--- config.mk ---
export PLATFORM = sky130hd
export DESIGN_NAME = fp_add_uc
export DESIGN_NICKNAME = d
export VERILOG_FILES = /design/src/rtl/fp_add_uc.sv
export SDC_FILE = /design/constraint.sdc
export NUM_CORES = 1
export LEC_CHECK = 0
export BUFFER_PORTS_ARGS = -buffer_cell sky130_fd_sc_hd__buf_2
export CORE_MARGIN = 3
export CORE_UTILIZATION = 50
export CTS_CLUSTER_DIAMETER = 60
export CTS_CLUSTER_SIZE = 20
export DETAILED_ROUTE_END_ITERATION = 8
export PLACE_DENSITY = 0.75
export SLEW_MARGIN = 10
export SYNTH_ARGS = -nofsm -noshare
export SYNTH_HDL_FRONTEND = slang
export SYNTH_SLANG_ARGS = --single-unit
export TNS_END_PERCENT = 20
--- constraint.sdc ---
create_clock -name clock -period 20.3 [get_ports clock]
set_input_delay 3.045 -clock clock [delete_from_list [all_inputs] [get_ports clock]]
set_output_delay 3.045 -clock clock [all_outputs]
set_load 0.02 [all_outputs]
--- src/rtl/fp_add_uc.sv ---
// -----------------------------------------------------------------------------
// fp_add_uc -- control unit for the single-precision floating-point adder
// datapath (fd). It sequences exponent compare, align/add, normalize, round
// and an optional renormalize pass, and drives every sinal* control input of
// the datapath.
//
// Optional feature (compile-time macro FP_SPECIAL_CASES_EN):
//   When defined, an operand with exponent field 255 or a +/-0 operand skips
//   the arithmetic stages. COMPARE jumps to DONE and raises especial with
//   pronto. When undefined, especial is tied to 0 and every operand takes the
//   normal path.
//
// Parameters:
//   FRAC_W  width of ula/round_fract. Bit 26 carry, bit 25 hidden one,
//           bits 24:2 fraction, bits 1:0 guard/sticky.
//   EXP_W   exponent width.
//
// Ports:
//   clock            in   system clock, rising edge
//   reset            in   synchronous active-high reset
//   iniciar          in   start pulse, sampled only in IDLE
//   operando_a/b     in   IEEE-754 single-precision operands
//   ula              in   adder output read back from the datapath
//   round_fract      in   rounded fraction read back from the datapath
//   sinalMuxFP1      out  0 first pass, 1 renormalize loop
//   sinalMuxFP2      out  1 when |B| > |A|
//   sinalMuxFP3      out  1 when B is the fraction to shift (~sinalMuxFP2)
//   sinalMuxFP4      out  exponent source: 0 aligned, 1 rounded
//   sinalMuxFP5      out  fraction source: 0 ula, 1 round_fract
//   sinalOp          out  0 add, 1 subtract
//   sinalShiftFract  out  alignment right-shift amount
//   sinalShiftRes    out  [8] 1 right / 0 left, [7:0] amount
//   sinalIncOrDec    out  [8] 1 decrement / 0 increment, [7:0] amount
//   sinalRound       out  round-enable strobe, high during ROUND
//   ocupado          out  high in every state except IDLE
//   pronto           out  one-cycle done pulse
//   overflow         out  exponent overflow, valid with pronto
//   underflow        out  exponent underflow, valid with pronto
//   especial         out  special operand detected
//   state_dbg        out  current FSM state
//
// Handshake: iniciar is accepted only while ocupado = 0 (IDLE); the operands
// are captured on that clock edge. Pulses of iniciar while ocupado = 1 are
// dropped, nothing is queued. pronto is high for exactly one cycle (the DONE
// state); overflow/underflow/especial are meaningful only in that cycle.
//
// Timing model: decisions that depend on the datapath (compare, normalize,
// renormalize check) are taken at the edge that ends their state, so the
// resulting controls are visible from the next state on. Strobes that belong
// to a state (sinalRound, the RENORM mux selects, pronto) are registered on
// entry so they are high while the FSM sits in that state.
// -----------------------------------------------------------------------------
module fp_add_uc #(
    parameter int FRAC_W = 27,
    parameter int EXP_W  = 8
) (
    input  logic              clock,
    input  logic              reset,
    input  logic              iniciar,
    input  logic [31:0]       operando_a,
    input  logic [31:0]       operando_b,
    input  logic [FRAC_W-1:0] ula,
    input  logic [FRAC_W-1:0] round_fract,
    output logic              sinalMuxFP1,
    output logic              sinalMuxFP2,
    output logic              sinalMuxFP3,
    output logic              sinalMuxFP4,
    output logic              sinalMuxFP5,
    output logic              sinalOp,
    output logic [7:0]        sinalShiftFract,
    output logic [8:0]        sinalShiftRes,
    output logic [8:0]        sinalIncOrDec,
    output logic              sinalRound,
    output logic              ocupado,
    output logic              pronto,
    output logic              overflow,
    output logic              underflow,
    output logic              especial,
    output logic [2:0]        state_dbg
);

    // Exponent arithmetic runs two bits wider than the field and signed so
    // that both >= 255 and <= 0 can be seen after increments/decrements.
    localparam int XW = EXP_W + 2;
    localparam logic signed [XW-1:0] EXP_ONE  = {{(XW-1){1'b0}}, 1'b1};
    localparam logic signed [XW-1:0] EXP_ZERO = '0;
    localparam logic signed [XW-1:0] EXP_OVF  = {2'b00, {EXP_W{1'b1}}};
    localparam logic [7:0]           SHIFT_SAT = 8'(FRAC_W);

    typedef enum logic [2:0] {
        S_IDLE      = 3'd0,
        S_COMPARE   = 3'd1,
        S_ADD       = 3'd2,
        S_NORMALIZE = 3'd3,
        S_ROUND     = 3'd4,
        S_CHECK     = 3'd5,
        S_RENORM    = 3'd6,
        S_DONE      = 3'd7
    } state_t;

    state_t                state;
    logic [31:0]           op_a_q;
    logic [31:0]           op_b_q;
    logic signed [XW-1:0]  exp_q;
    logic                  result_zero;

    assign state_dbg = state;

    // ------------------------------------------------------------------
    // Magnitude compare and alignment amount from the latched operands.
    // Exponent and fraction sit next to each other in the IEEE layout, so
    // comparing bits [30:0] compares magnitudes directly.
    // ------------------------------------------------------------------
    logic [EXP_W-1:0] exp_a;
    logic [EXP_W-1:0] exp_b;
    logic [EXP_W-1:0] exp_big;
    logic [EXP_W-1:0] exp_small;
    logic [EXP_W-1:0] exp_diff;
    logic [7:0]       align_amt;
    logic             b_larger;

    always_comb begin
        exp_a     = op_a_q[30:23];
        exp_b     = op_b_q[30:23];
        b_larger  = (op_b_q[30:0] > op_a_q[30:0]);
        exp_big   = b_larger ? exp_b : exp_a;
        exp_small = b_larger ? exp_a : exp_b;
        // The larger magnitude always has the larger-or-equal exponent, so
        // this difference cannot go negative.
        exp_diff  = exp_big - exp_small;
        align_amt = (exp_diff > SHIFT_SAT) ? SHIFT_SAT : exp_diff;
    end

`ifdef FP_SPECIAL_CASES_EN
    logic special_hit;
    always_comb begin
        special_hit = (exp_a == {EXP_W{1'b1}}) || (exp_b == {EXP_W{1'b1}}) ||
                      (op_a_q[30:0] == 31'd0)  || (op_b_q[30:0] == 31'd0);
    end
`endif

    // ------------------------------------------------------------------
    // Leading-zero count of ula starting at the hidden-one position.
    // Only consulted when ula[26] = 0 and ula != 0, so a one is always
    // found somewhere in [25:0] and the result stays within 0..25.
    // ------------------------------------------------------------------
    logic [4:0] lz;
    logic       lz_found;

    always_comb begin
        lz       = '0;
        lz_found = 1'b0;
        for (int i = FRAC_W - 2; i >= 0; i--) begin
            if (!lz_found) begin
                if (ula[i]) begin
                    lz_found = 1'b1;
                end else begin
                    lz = lz + 5'd1;
                end
            end
        end
    end

    logic signed [XW-1:0] exp_minus_lz;
    assign exp_minus_lz = exp_q - $signed({{(XW-5){1'b0}}, lz});

    // Only the carry bit of the rounded fraction steers the FSM.
    logic unused_round_bits;
    assign unused_round_bits = ^round_fract[FRAC_W-2:0];

    // ------------------------------------------------------------------
    // Main FSM with registered control outputs.
    // ------------------------------------------------------------------
    always_ff @(posedge clock) begin
        if (reset) begin
            state           <= S_IDLE;
            op_a_q          <= '0;
            op_b_q          <= '0;
            exp_q           <= '0;
            result_zero     <= 1'b0;
            sinalMuxFP1     <= 1'b0;
            sinalMuxFP2     <= 1'b0;
            sinalMuxFP3     <= 1'b0;
            sinalMuxFP4     <= 1'b0;
            sinalMuxFP5     <= 1'b0;
            sinalOp         <= 1'b0;
            sinalShiftFract <= '0;
            sinalShiftRes   <= '0;
            sinalIncOrDec   <= '0;
            sinalRound      <= 1'b0;
            ocupado         <= 1'b0;
            pronto          <= 1'b0;
            overflow        <= 1'b0;
            underflow       <= 1'b0;
        end else begin
            case (state)
                S_IDLE: begin
                    if (iniciar) begin
                        op_a_q  <= operando_a;
                        op_b_q  <= operando_b;
                        ocupado <= 1'b1;
                        state   <= S_COMPARE;
                    end
                end

                S_COMPARE: begin
`ifdef FP_SPECIAL_CASES_EN
                    if (special_hit) begin
                        // Special operands bypass the datapath: no shift,
                        // round or exponent-adjust controls are left active.
                        sinalShiftFract <= '0;
                        sinalShiftRes   <= '0;
                        sinalIncOrDec   <= '0;
                        sinalRound      <= 1'b0;
                        pronto          <= 1'b1;
                        overflow        <= 1'b0;
                        underflow       <= 1'b0;
                        state           <= S_DONE;
                    end else begin
`else
                    begin
`endif
                        sinalMuxFP2     <= b_larger;
                        sinalMuxFP3     <= ~b_larger;
                        sinalShiftFract <= align_amt;
                        sinalOp         <= op_a_q[31] ^ op_b_q[31];
                        exp_q           <= $signed({2'b00, exp_big});
                        result_zero     <= 1'b0;
                        state           <= S_ADD;
                    end
                end

                S_ADD: begin
                    // Controls are held so ula settles before NORMALIZE
                    // looks at it.
                    state <= S_NORMALIZE;
                end

                S_NORMALIZE: begin
                    if (ula[FRAC_W-1]) begin
                        // Carry out: one right shift, exponent + 1.
                        sinalShiftRes <= 9'b1_0000_0001;
                        sinalIncOrDec <= 9'b0_0000_0001;
                        exp_q         <= exp_q + EXP_ONE;
                    end else if (ula == '0) begin
                        // Exact cancellation: result is zero, exponent 0.
                        sinalShiftRes <= 9'b0_0000_0000;
                        sinalIncOrDec <= 9'b1_0000_0000;
                        exp_q         <= EXP_ZERO;
                        result_zero   <= 1'b1;
                    end else begin
                        sinalShiftRes <= {4'b0000, lz};
                        // Already normalised (lz = 0) is expressed as
                        // "increment by zero" rather than "decrement by zero".
                        sinalIncOrDec <= (lz == 5'd0) ? 9'd0 : {4'b1000, lz};
                        exp_q         <= exp_minus_lz;
                    end
                    sinalRound <= 1'b1;
                    state      <= S_ROUND;
                end

                S_ROUND: begin
                    sinalRound <= 1'b0;
                    state      <= S_CHECK;
                end

                S_CHECK: begin
                    if (round_fract[FRAC_W-1]) begin
                        // Rounding carried into bit 26: loop the result
                        // back through the shifter once more.
                        sinalMuxFP1   <= 1'b1;
                        sinalMuxFP4   <= 1'b1;
                        sinalMuxFP5   <= 1'b1;
                        sinalShiftRes <= 9'b1_0000_0001;
                        sinalIncOrDec <= 9'b0_0000_0001;
                        exp_q         <= exp_q + EXP_ONE;
                        state         <= S_RENORM;
                    end else begin
                        pronto    <= 1'b1;
                        overflow  <= (exp_q >= EXP_OVF);
                        underflow <= (exp_q <= EXP_ZERO) && !result_zero;
                        state     <= S_DONE;
                    end
                end

                S_RENORM: begin
                    pronto    <= 1'b1;
                    overflow  <= (exp_q >= EXP_OVF);
                    underflow <= (exp_q <= EXP_ZERO) && !result_zero;
                    state     <= S_DONE;
                end

                S_DONE: begin
                    pronto      <= 1'b0;
                    overflow    <= 1'b0;
                    underflow   <= 1'b0;
                    ocupado     <= 1'b0;
                    sinalMuxFP1 <= 1'b0;
                    sinalMuxFP4 <= 1'b0;
                    sinalMuxFP5 <= 1'b0;
                    state       <= S_IDLE;
                end

                default: begin
                    state <= S_IDLE;
                end
            endcase
        end
    end

`ifdef FP_SPECIAL_CASES_EN
    always_ff @(posedge clock) begin
        if (reset) begin
            especial <= 1'b0;
        end else if (state == S_COMPARE && special_hit) begin
            especial <= 1'b1;
        end else if (state == S_DONE) begin
            especial <= 1'b0;
        end
    end
`else
    assign especial = 1'b0;
`endif

endmodule
==> results.json, run 1 <==
{
  "dpl_cell_area_mm2": 0.00951,
  "cts_buffers": 9,
  "status": "completed",
  "crit_top_cell": "ha_1",
  "drc": 0,
  "critPathMaxFanout": 8,
  "r2r_start": "op_a_q[9]",
  "ys_types": 92,
  "crit_path_end_kind": "register",
  "antennaDiodeCount": 0,
  "worstReg2RegEnd": "sinalShiftFract[3]",
  "first_global_vias": 7892,
  "rr_worst_depth": 16,
  "pre_cts_slack_ps": 1870,
  "cts_resized": 0,
  "post-place-cells": 1499,
  "hold_path.class": "reg -> reg",
  "tightest_slew_ps": 1130,
  "whs_path_depth": 2,
  "cts_setup_buffers": 0,
  "setup_viol": 0,
  "min_from": "sinalShiftRes[0]",
  "slew_violations": 0,
  "core-area_mm2": 0.0169,
  "irDropWorstVdd_uv": 57.3,
  "synth.avg_cell_area_um2": 7.34,
  "yosys.area.top_type": "dfxtp_1",
  "arrival_ps": 18380,
  "crit_path_top_delay_cell": "or4_1",
  "slew_headroom_pct": 24.5,
  "wire_per_inst_um": 14.3,
  "overflow": 0,
  "fmax_mhz": 55.2,
  "grt_max_degree": 105,
  "hold_slack_ps": 446,
  "ys.flop_type": "dfxtp_1",
  "cap_violations": 0,
  "ctsHoldBuffers": 0,
  "dr.pass1.iters": 7,
  "die_w_um": 139,
  "area_growth_pct": 11.1,
  "final_util_pct": 57.9,
  "start_util_pct": 52.1,
  "fill_cells": 1655,
  "htree_levels": 3,
  "finalNetCount": 1477,
  "fin_crit_sh_pct": 89.2,
  "max_stage_delay_ps": 700,
  "min_to": "sinalShiftRes[0]",
  "via_count": 8508,
  "ant_nets": 0,
  "synthCells": 1203,
  "power_uw": 923,
  "rrSetupSlack_ps": 15380,
  "synthArstFlopShare_pct": 0,
  "crit_type": "in -> reg",
  "synth.area.top_cells": "dfxtp_1 (24%), nand2_1 (9.4%), ha_1 (9.2%), a21oi_1 (7.1%), nor2_1 (4.3%)",
  "clock_skew_ps": 7.49,
  "fin_crit_ps": 18110,
  "clk_latency_ps": 340,
  "tns_ps": 0,
  "clkTransAtPathRegs_ps": 70,
  "portBuffers": 128,
  "synth-edff-count": 0,
  "cts_root_buf": "clkbuf_16",
  "clock-sinks": 106,
  "yosys.area.top_type_share_pct": 24.0,
  "crit_required_ps": 20570,
  "power_density_mw_per_mm2": 94.1,
  "hold_viol": 0,
  "row_count": 47,
  "p_leak_nw": 4.15,
  "place_congestion": 0.936,
  "synth-seq-area-share_pct": 24.0,
  "yosysWarnings": 0,
  "clk_path_buf_depth": 2,
  "drt_iter0_markers": 487,
  "viasPerCell": 5.62,
  "boundaryPins": 162,
  "wirelength_mm": 21.7,
  "cts_tree": "yes",
  "die_y_um": 139,
  "antenna_found_initial": 0,
  "synth-seq-cells": 106,
  "drive_gt1_share_pct": 14.3,
  "groute.usage.overall_pct": 21.7,
  "crit_path_start_kind": "primary input",
  "dp_hpwl_mm": 16.4,
  "rsz0062_at_grt": "no",
  "fin_area_mm2": 0.00981,
  "dieArea_mm2": 0.0193,
  "synth_area_mm2": 0.00883,
  "fin_cells": 1514,
  "setup_ws_ps": 2190,
  "grt_first_pass_wirelength_mm": 36.5
}
-- layer usage --
layer	GRT usage, %	up-vias	wire length (µm)
li1	-	4391	-
met1	29.7	3878	10300
met2	36.2	218	10000
met3	3.48	21	1030
met4	4.69	0	304
met5	0	-	0
-- where the power goes --
part	internal, mW	leakage, nW	switching [mW]
Sequential	0.250	0.866	0.0370
Combinational	0.186	3.13	0.276
Clock	0.0982	0.148	0.0763
Total	0.534	4.15	0.390
-- state kept, by name, summed over array words and instances, names as in the netlist, 3 cells and up --
| signal | flops |
|---|---|
| exp_q | 10 |
| op_a_q | 32 |
| op_b_q | 32 |
| sinalIncOrDec | 5 |
| sinalShiftFract | 8 |
| sinalShiftRes | 6 |
| state_dbg | 3 |
-- layout make-up --
class                   instances  area [µm²]  share of cell area (%)
flip-flops and latches        106        2120                    21.6
multi-input cells             978        6210                    63.3
clock inverters                 5        53.8                   0.549
repair buffers                131         666                    6.79
inverters                      64         240                    2.45
well taps                     220         275                    2.81
clock buffers                  10         239                    2.44
-- synth_stat cells, drive strengths merged (4+ instances only) --
library cell and n:
nand2 221, a21oi 127, dfxtp 106, nor2 102
ha 65, inv 64, o21ai 60, clkbuf 42
xnor2 33, nor3 29, mux2i 25, nand3 24
buf 19, nand2b 19, nor2b 18, a21o 16
xor2 16, and3 12, nand4 12, nor4 11
or3 11, a211oi 10, o21a 10, and2 9
a22oi 8, a31oi 8, mux2 8, o211ai 8
o22ai 8, xnor3 8, nor3b 7, o31a 6
or2 6, a21boi 5, and4 5, nand3b 4
o311ai 4, or4 4
-- worst max-delay path: cells and delay by family --
| family | cells | cell delay (ps) |
|---|---|---|
| buffers and inverters | 6 | 590 |
| muxes | 10 | 1490 |
| adders and majority gates | 13 | 4000 |
| AOI/OAI and AO/OA | 30 | 6200 |
| and+or+nand+nor | 19 | 2850 |
| xor gates and xnor gates | 1 | 170 |
-- cells by family (layout without fill, tap and decap cells) --
group	Yosys count	in the layout	synth area share, %
adders and majority gates	68	68	9.66
xor gates and xnor gates	57	57	7.38
AOI/OAI and AO/OA	310	310	21.9
DFF	106	106	24.0
buffers and inverters	125	210	5.95
other	1	7	0.0425
and+or+nand+nor	503	503	27.1
muxes	33	33	3.98
-- cells in the final DEF, fill, tap and decap left out, types with 24 or more instances in the layout --
cell type and n:
nor3_1 27, buf_2 127, xnor2_1 31, o21ai_0 58, mux2i_1 24, dfxtp_1 106
a21oi_1 126, nand2_1 220, ha_1 65, nor2_1 101, inv_1 64
-- worst max path at each step --
| stage | startpoint | slack (ps) | end | depth (start not counted) |
|---|---|---|---|---|
| 2_1_floorplan | ula[23] | 3880 | exp_q[7] | 80 |
| 3_3_place_gp | ula[22] | 2090 | exp_q[7] | 79 |
| 3_5_place_dp | ula[22] | 1870 | exp_q[7] | 79 |
| 4_1_cts | ula[22] | 2190 | exp_q[7] | 79 |
| 5_1_grt | ula[22] | 820 | exp_q[7] | 79 |
| 6_report | ula[22] | 2190 | exp_q[7] | 79 |
No activity file was read; power rests on OpenSTA's default activity.
==> run 2, diff against run 1 <==
==> constraint.sdc (replaced) <==
create_clock -name clock -period 17.2 [get_ports clock]
set_input_delay 2.58 -clock clock [delete_from_list [all_inputs] [get_ports clock]]
set_output_delay 2.58 -clock clock [all_outputs]
set_load 0.02 [all_outputs]
==> run 2 against run 1 <==
Against the previous run: clock power up 21%; first-iteration DRC count fell by 1.4%; die area did not move; clock skew is 0.61 ps higher; flip-flop and latch count unchanged; non-clock buffer count rose by 16; final area increased by 1.9%; worst hold slack better by 2.1 ps; combinational power rose by 23%; critical path depth up 2; largest cell class unchanged.
==> results.json, run 2 (same netlist as run 1, synthesis figures left out) <==
{
  "critPathMaxFanout": 7,
  "mostFrequentLayoutCells": "nand2_1 (220), buf_2 (127), a21oi_1 (123)",
  "grt_first_pass_wirelength_mm": 37.6,
  "antenna_found_initial": 0,
  "fmax_mhz": 62.4,
  "layout_commonest_cell": "nand2_1",
  "drive_gt1_share_pct": 16.3,
  "dieArea_mm2": 0.0193,
  "cap_violations": 0,
  "start_util_pct": 52.1,
  "cts_tree": "yes",
  "slew_violations": 0,
  "fin_cells": 1531,
  "rsz0062_at_grt": "no",
  "max_stage_delay_ps": 560,
  "dp_hpwl_mm": 16.8,
  "cts_setup_buffers": 0,
  "reg_top3": "op_a_q: 32 flops, op_b_q: 32 flops, exp_q: 10 flops",
  "power_density_mw_per_mm2": 112,
  "antennaDiodeCount": 0,
  "die_y_um": 139,
  "tightest_slew_ps": 1060,
  "crit_required_ps": 17430,
  "die_w_um": 139,
  "portBuffers": 128,
  "clock_skew_ps": 8.10,
  "clk_latency_ps": 350,
  "cts_resized": 0,
  "clkTransAtPathRegs_ps": 70,
  "arrival_ps": 16250,
  "p_leak_nw": 4.23,
  "cts_root_buf": "clkbuf_16",
  "path_buf_inv": 9,
  "clock-sinks": 106,
  "post-place-cells": 1515,
  "crit_path_top_delay_cell": "or4b_1",
  "place_congestion": 0.960,
  "crit_top_cell": "ha_1",
  "ant_nets": 0,
  "core-area_mm2": 0.0169,
  "fin_crit_ps": 16030,
  "dr.pass1.iters": 5,
  "via_count": 8607,
  "ctsHoldBuffers": 0,
  "area_growth_pct": 13.2,
  "htree_levels": 3,
  "tns_ps": 0,
  "crit_path_start_kind": "primary input",
  "cp_top_family": "compound AO/OA/AOI/OAI gates",
  "crit_type": "in -> reg",
  "groute.usage.overall_pct": 22.3,
  "status": "completed",
  "hold_viol": 0,
  "hold_path.class": "reg -> reg",
  "setup_viol": 0,
  "viasPerCell": 5.62,
  "slew_headroom_pct": 28.6,
  "row_count": 47,
  "finalNetCount": 1493,
  "drt_iter0_markers": 480,
  "grt_max_degree": 71,
  "wire_per_inst_um": 14.4,
  "boundaryPins": 162,
  "overflow": 0,
  "cts_buffers": 9,
  "power_mw": 1.12,
  "irDropWorstVdd_uv": 64.4,
  "fill_cells": 1649,
  "dpl_cell_area_mm2": 0.00963,
  "fin_crit_sh_pct": 93.2,
  "fin_area_mm2": 0.00999,
  "wirelength_mm": 22.1,
  "crit_path_end_kind": "register",
  "first_global_vias": 8039,
  "drc": 0,
  "clk_path_buf_depth": 2
}
-- run 2: changes by cell type in the layout (fill, tap and decap cells not counted), moves of 3 or more --
cell,before,now
a2111oi_0,3,0
buf_4,4,20
o21ai_0,58,54
o21ai_1,1,4
a2111oi_2,0,3
a21oi_2,1,4
a21oi_1,126,123
-- run 2: worst paths after layout --
kind                    start                  to  slack (ps)  cells after the start
max                   ula[24]            exp_q[7]        1170                     81
min          sinalShiftRes[0]    sinalShiftRes[0]         450                      2
max reg2reg         op_a_q[9]  sinalShiftFract[0]       12310                     16
min reg2reg  sinalShiftRes[0]    sinalShiftRes[0]         450                      2
-- run 2: layout make-up --
type / instances / area, µm² / area share (%)
Multi-Input combinational cell: 978 / 6270 / 62.7
Sequential cell: 106 / 2120 / 21.2
Timing Repair Buffer: 147 / 786 / 7.86
Tap cell: 220 / 275 / 2.75
Inverter: 64 / 240 / 2.40
Clock buffer: 9 / 225 / 2.25
Clock inverter: 7 / 76.3 / 0.764
-- run 2: layer usage --
metal  vias up  global-route usage [%]  routed length, µm
li1       4430                       -                  -
met1      3950                    30.2              10300
met2       201                    37.8              10400
met3        26                    3.17                981
met4         0                    4.89                346
met5         -                       0                  0
-- run 2: stage by stage --
| stage | setup WS, ps | utilization [%] | hold WS, ps |
|---|---|---|---|
| floorplan | 1240 | - | 436 |
| global placement | 396 | 56.9 | 430 |
| detailed placement | 200 | 56.9 | 438 |
| CTS | 522 | 58.7 | 449 |
| global route | 7.86 | 59.0 | 472 |
| finish | 1170 | 59.0 | 448 |
-- run 2: worst reg2reg max path, stage by stage (launching register included) --
cell,delay [ps]
dfxtp_1,330
inv_1,40
ha_1,300
o21a_1,170
nor2_1,160
nor2_1,70
or4b_2,640
a221o_1,330
a31oi_1,190
nand2_1,170
a21o_1,270
and4_1,230
or4b_2,690
xnor2_1,150
o311ai_0,650
nor2b_1,140
a311oi_1,270
-- run 2: power by group --
part           internal, mW  switching (mW)
logic                 0.234           0.332
clock network         0.114          0.0974
registers             0.295          0.0442
==> run 3, diff against run 2 <==
--- a/config.mk
+++ b/config.mk
@@ -6,7 +6,7 @@
 export NUM_CORES = 1
 export LEC_CHECK = 0
 export BUFFER_PORTS_ARGS = -buffer_cell sky130_fd_sc_hd__buf_2
-export CORE_MARGIN = 3
+export CORE_MARGIN = 2
 export CORE_UTILIZATION = 50
 export CTS_CLUSTER_DIAMETER = 60
 export CTS_CLUSTER_SIZE = 20
==> run 3 against run 2 <==
Against the previous run: utilization shrank 1.4 points; final area shrank 0.24%; non-clock buffer count shrank 5; clock power shrank 3%; sequential share of layout area grew 0.051 points; via count grew 0.49%; global-route usage grew 1.3 points; critical endpoint unchanged; count of clock-buffer cells in the layout grew 1; worst hold slack lost 0.50 ps; routed wire length grew 0.22%; power shrank 0.86%.
==> results.json, run 3 (same netlist as run 1, synthesis figures left out) <==
{
  "dpl_cell_area_mm2": 0.00960,
  "hold_path.class": "reg -> reg",
  "die_y_um": 137,
  "place_congestion": 0.872,
  "core-area_mm2": 0.0173,
  "fmax_mhz": 61.7,
  "dieArea_mm2": 0.0187,
  "reg_top3": "op_a_q: 32 flops, op_b_q: 32 flops, exp_q: 10 flops",
  "fin_cells": 1532,
  "drt_iter0_markers": 505,
  "clock-sinks": 106,
  "grt_first_pass_wirelength_mm": 36.5,
  "cts_root_buf": "clkbuf_16",
  "ant_nets": 0,
  "clk_path_buf_depth": 2,
  "crit_path_start_kind": "primary input",
  "tightest_slew_ps": 1110,
  "fin_crit_ps": 16210,
  "htree_levels": 3,
  "slew_headroom_pct": 24.9,
  "first_global_vias": 7786,
  "slew_violations": 0,
  "start_util_pct": 51.0,
  "mostFrequentLayoutCells": "nand2_1 (220), buf_2 (127), a21oi_1 (123)",
  "layout_commonest_cell": "nand2_1",
  "clkTransAtPathRegs_ps": 80,
  "cap_violations": 0,
  "critPathMaxFanout": 7,
  "cts_buffers": 9,
  "hold_slack_ps": 448,
  "drc": 0,
  "clk_latency_ps": 360,
  "crit_top_cell": "ha_1",
  "grt_max_degree": 93,
  "via_count": 8649,
  "crit_type": "in -> reg",
  "max_stage_delay_ps": 580,
  "portBuffers": 128,
  "dp_hpwl_mm": 16.7,
  "arrival_ps": 16430,
  "status": "completed",
  "p_leak_nw": 4.20,
  "die_w_um": 137,
  "clock_skew_ps": 12.0,
  "boundaryPins": 162,
  "fin_area_mm2": 0.00997,
  "setup_viol": 0,
  "post-place-cells": 1514,
  "cts_tree": "yes",
  "wire_per_inst_um": 14.4,
  "viasPerCell": 5.65,
  "antenna_found_initial": 2,
  "fin_crit_sh_pct": 94.2,
  "overflow": 0,
  "groute.usage.overall_pct": 23.6,
  "crit_path_end_kind": "register",
  "drive_gt1_share_pct": 15.9,
  "crit_required_ps": 17420,
  "wirelength_mm": 22.1,
  "irDropWorstVdd_uv": 95.5,
  "crit_path_top_delay_cell": "or4b_4",
  "power_density_mw_per_mm2": 111,
  "area_growth_pct": 12.9,
  "finalNetCount": 1488,
  "hold_viol": 0,
  "row_count": 48,
  "dr.pass1.iters": 5,
  "final_util_pct": 57.6
}
-- run 3: worst paths after layout --
check                   start                  to  slack (ps)  cells after the start
max                   ula[24]            exp_q[7]         990                     82
min          sinalIncOrDec[0]    sinalIncOrDec[0]         450                      2
max reg2reg         op_a_q[9]  sinalShiftFract[3]       12230                     16
min reg2reg  sinalIncOrDec[0]    sinalIncOrDec[0]         450                      2
-- run 3: timing repair --
item,CTS,global route
resized for setup,0,23
setup endpoints to repair,0,9
hold buffers,0,0
setup buffers,0,1
hold endpoints to repair,0,0
-- run 3: metal layers --
metal | wire, µm | track usage, % | part of all wire, %
met2 | 10600 | 39.4 | 48
met1 | 10300 | 31.8 | 46
met3 | 892 | 3.70 | 4.0
met4 | 357 | 6.13 | 1.6
met5 | 13 | 0 | 0.059
-- run 3: final cells by class --
class | instances | area [µm²]
flip-flops and latches | 106 | 2120
clock buffers | 10 | 229
well taps | 225 | 282
inverters | 64 | 240
repair buffers | 142 | 748
clock inverters | 6 | 57.6
fillers | 1677 | 7330
multi-input cells | 978 | 6290
diodes | 1 | 2.50
-- run 3: where the power goes --
group          internal [mW]  switching (mW)  total (mW)  leakage, nW
clock network          0.102           0.102       0.204        0.141
registers              0.295          0.0445       0.339        0.866
logic                  0.230           0.334       0.563         3.20
total                  0.626           0.481        1.11         4.20
-- run 3: metrics by stage --
stage / setup slack [ps] / power [mW] / setup TNS (ps)
floorplan: 1240 / 0.758 / 0
global placement: 379 / 0.878 / 0
detailed placement: 106 / 0.892 / 0
CTS: 397 / 1.10 / 0
global route: -126 / 1.20 / -415
finish: 992 / 1.11 / 0
-- run 3: worst max-delay path, delay by kind of cell --
family / cells / cell delay (ps)
compound gates: 33 / 5450
fa+ha+maj: 14 / 4140
simple gates: 15 / 1680
mux: 10 / 1500
buf+inv: 9 / 900
xor+xnor: 1 / 150
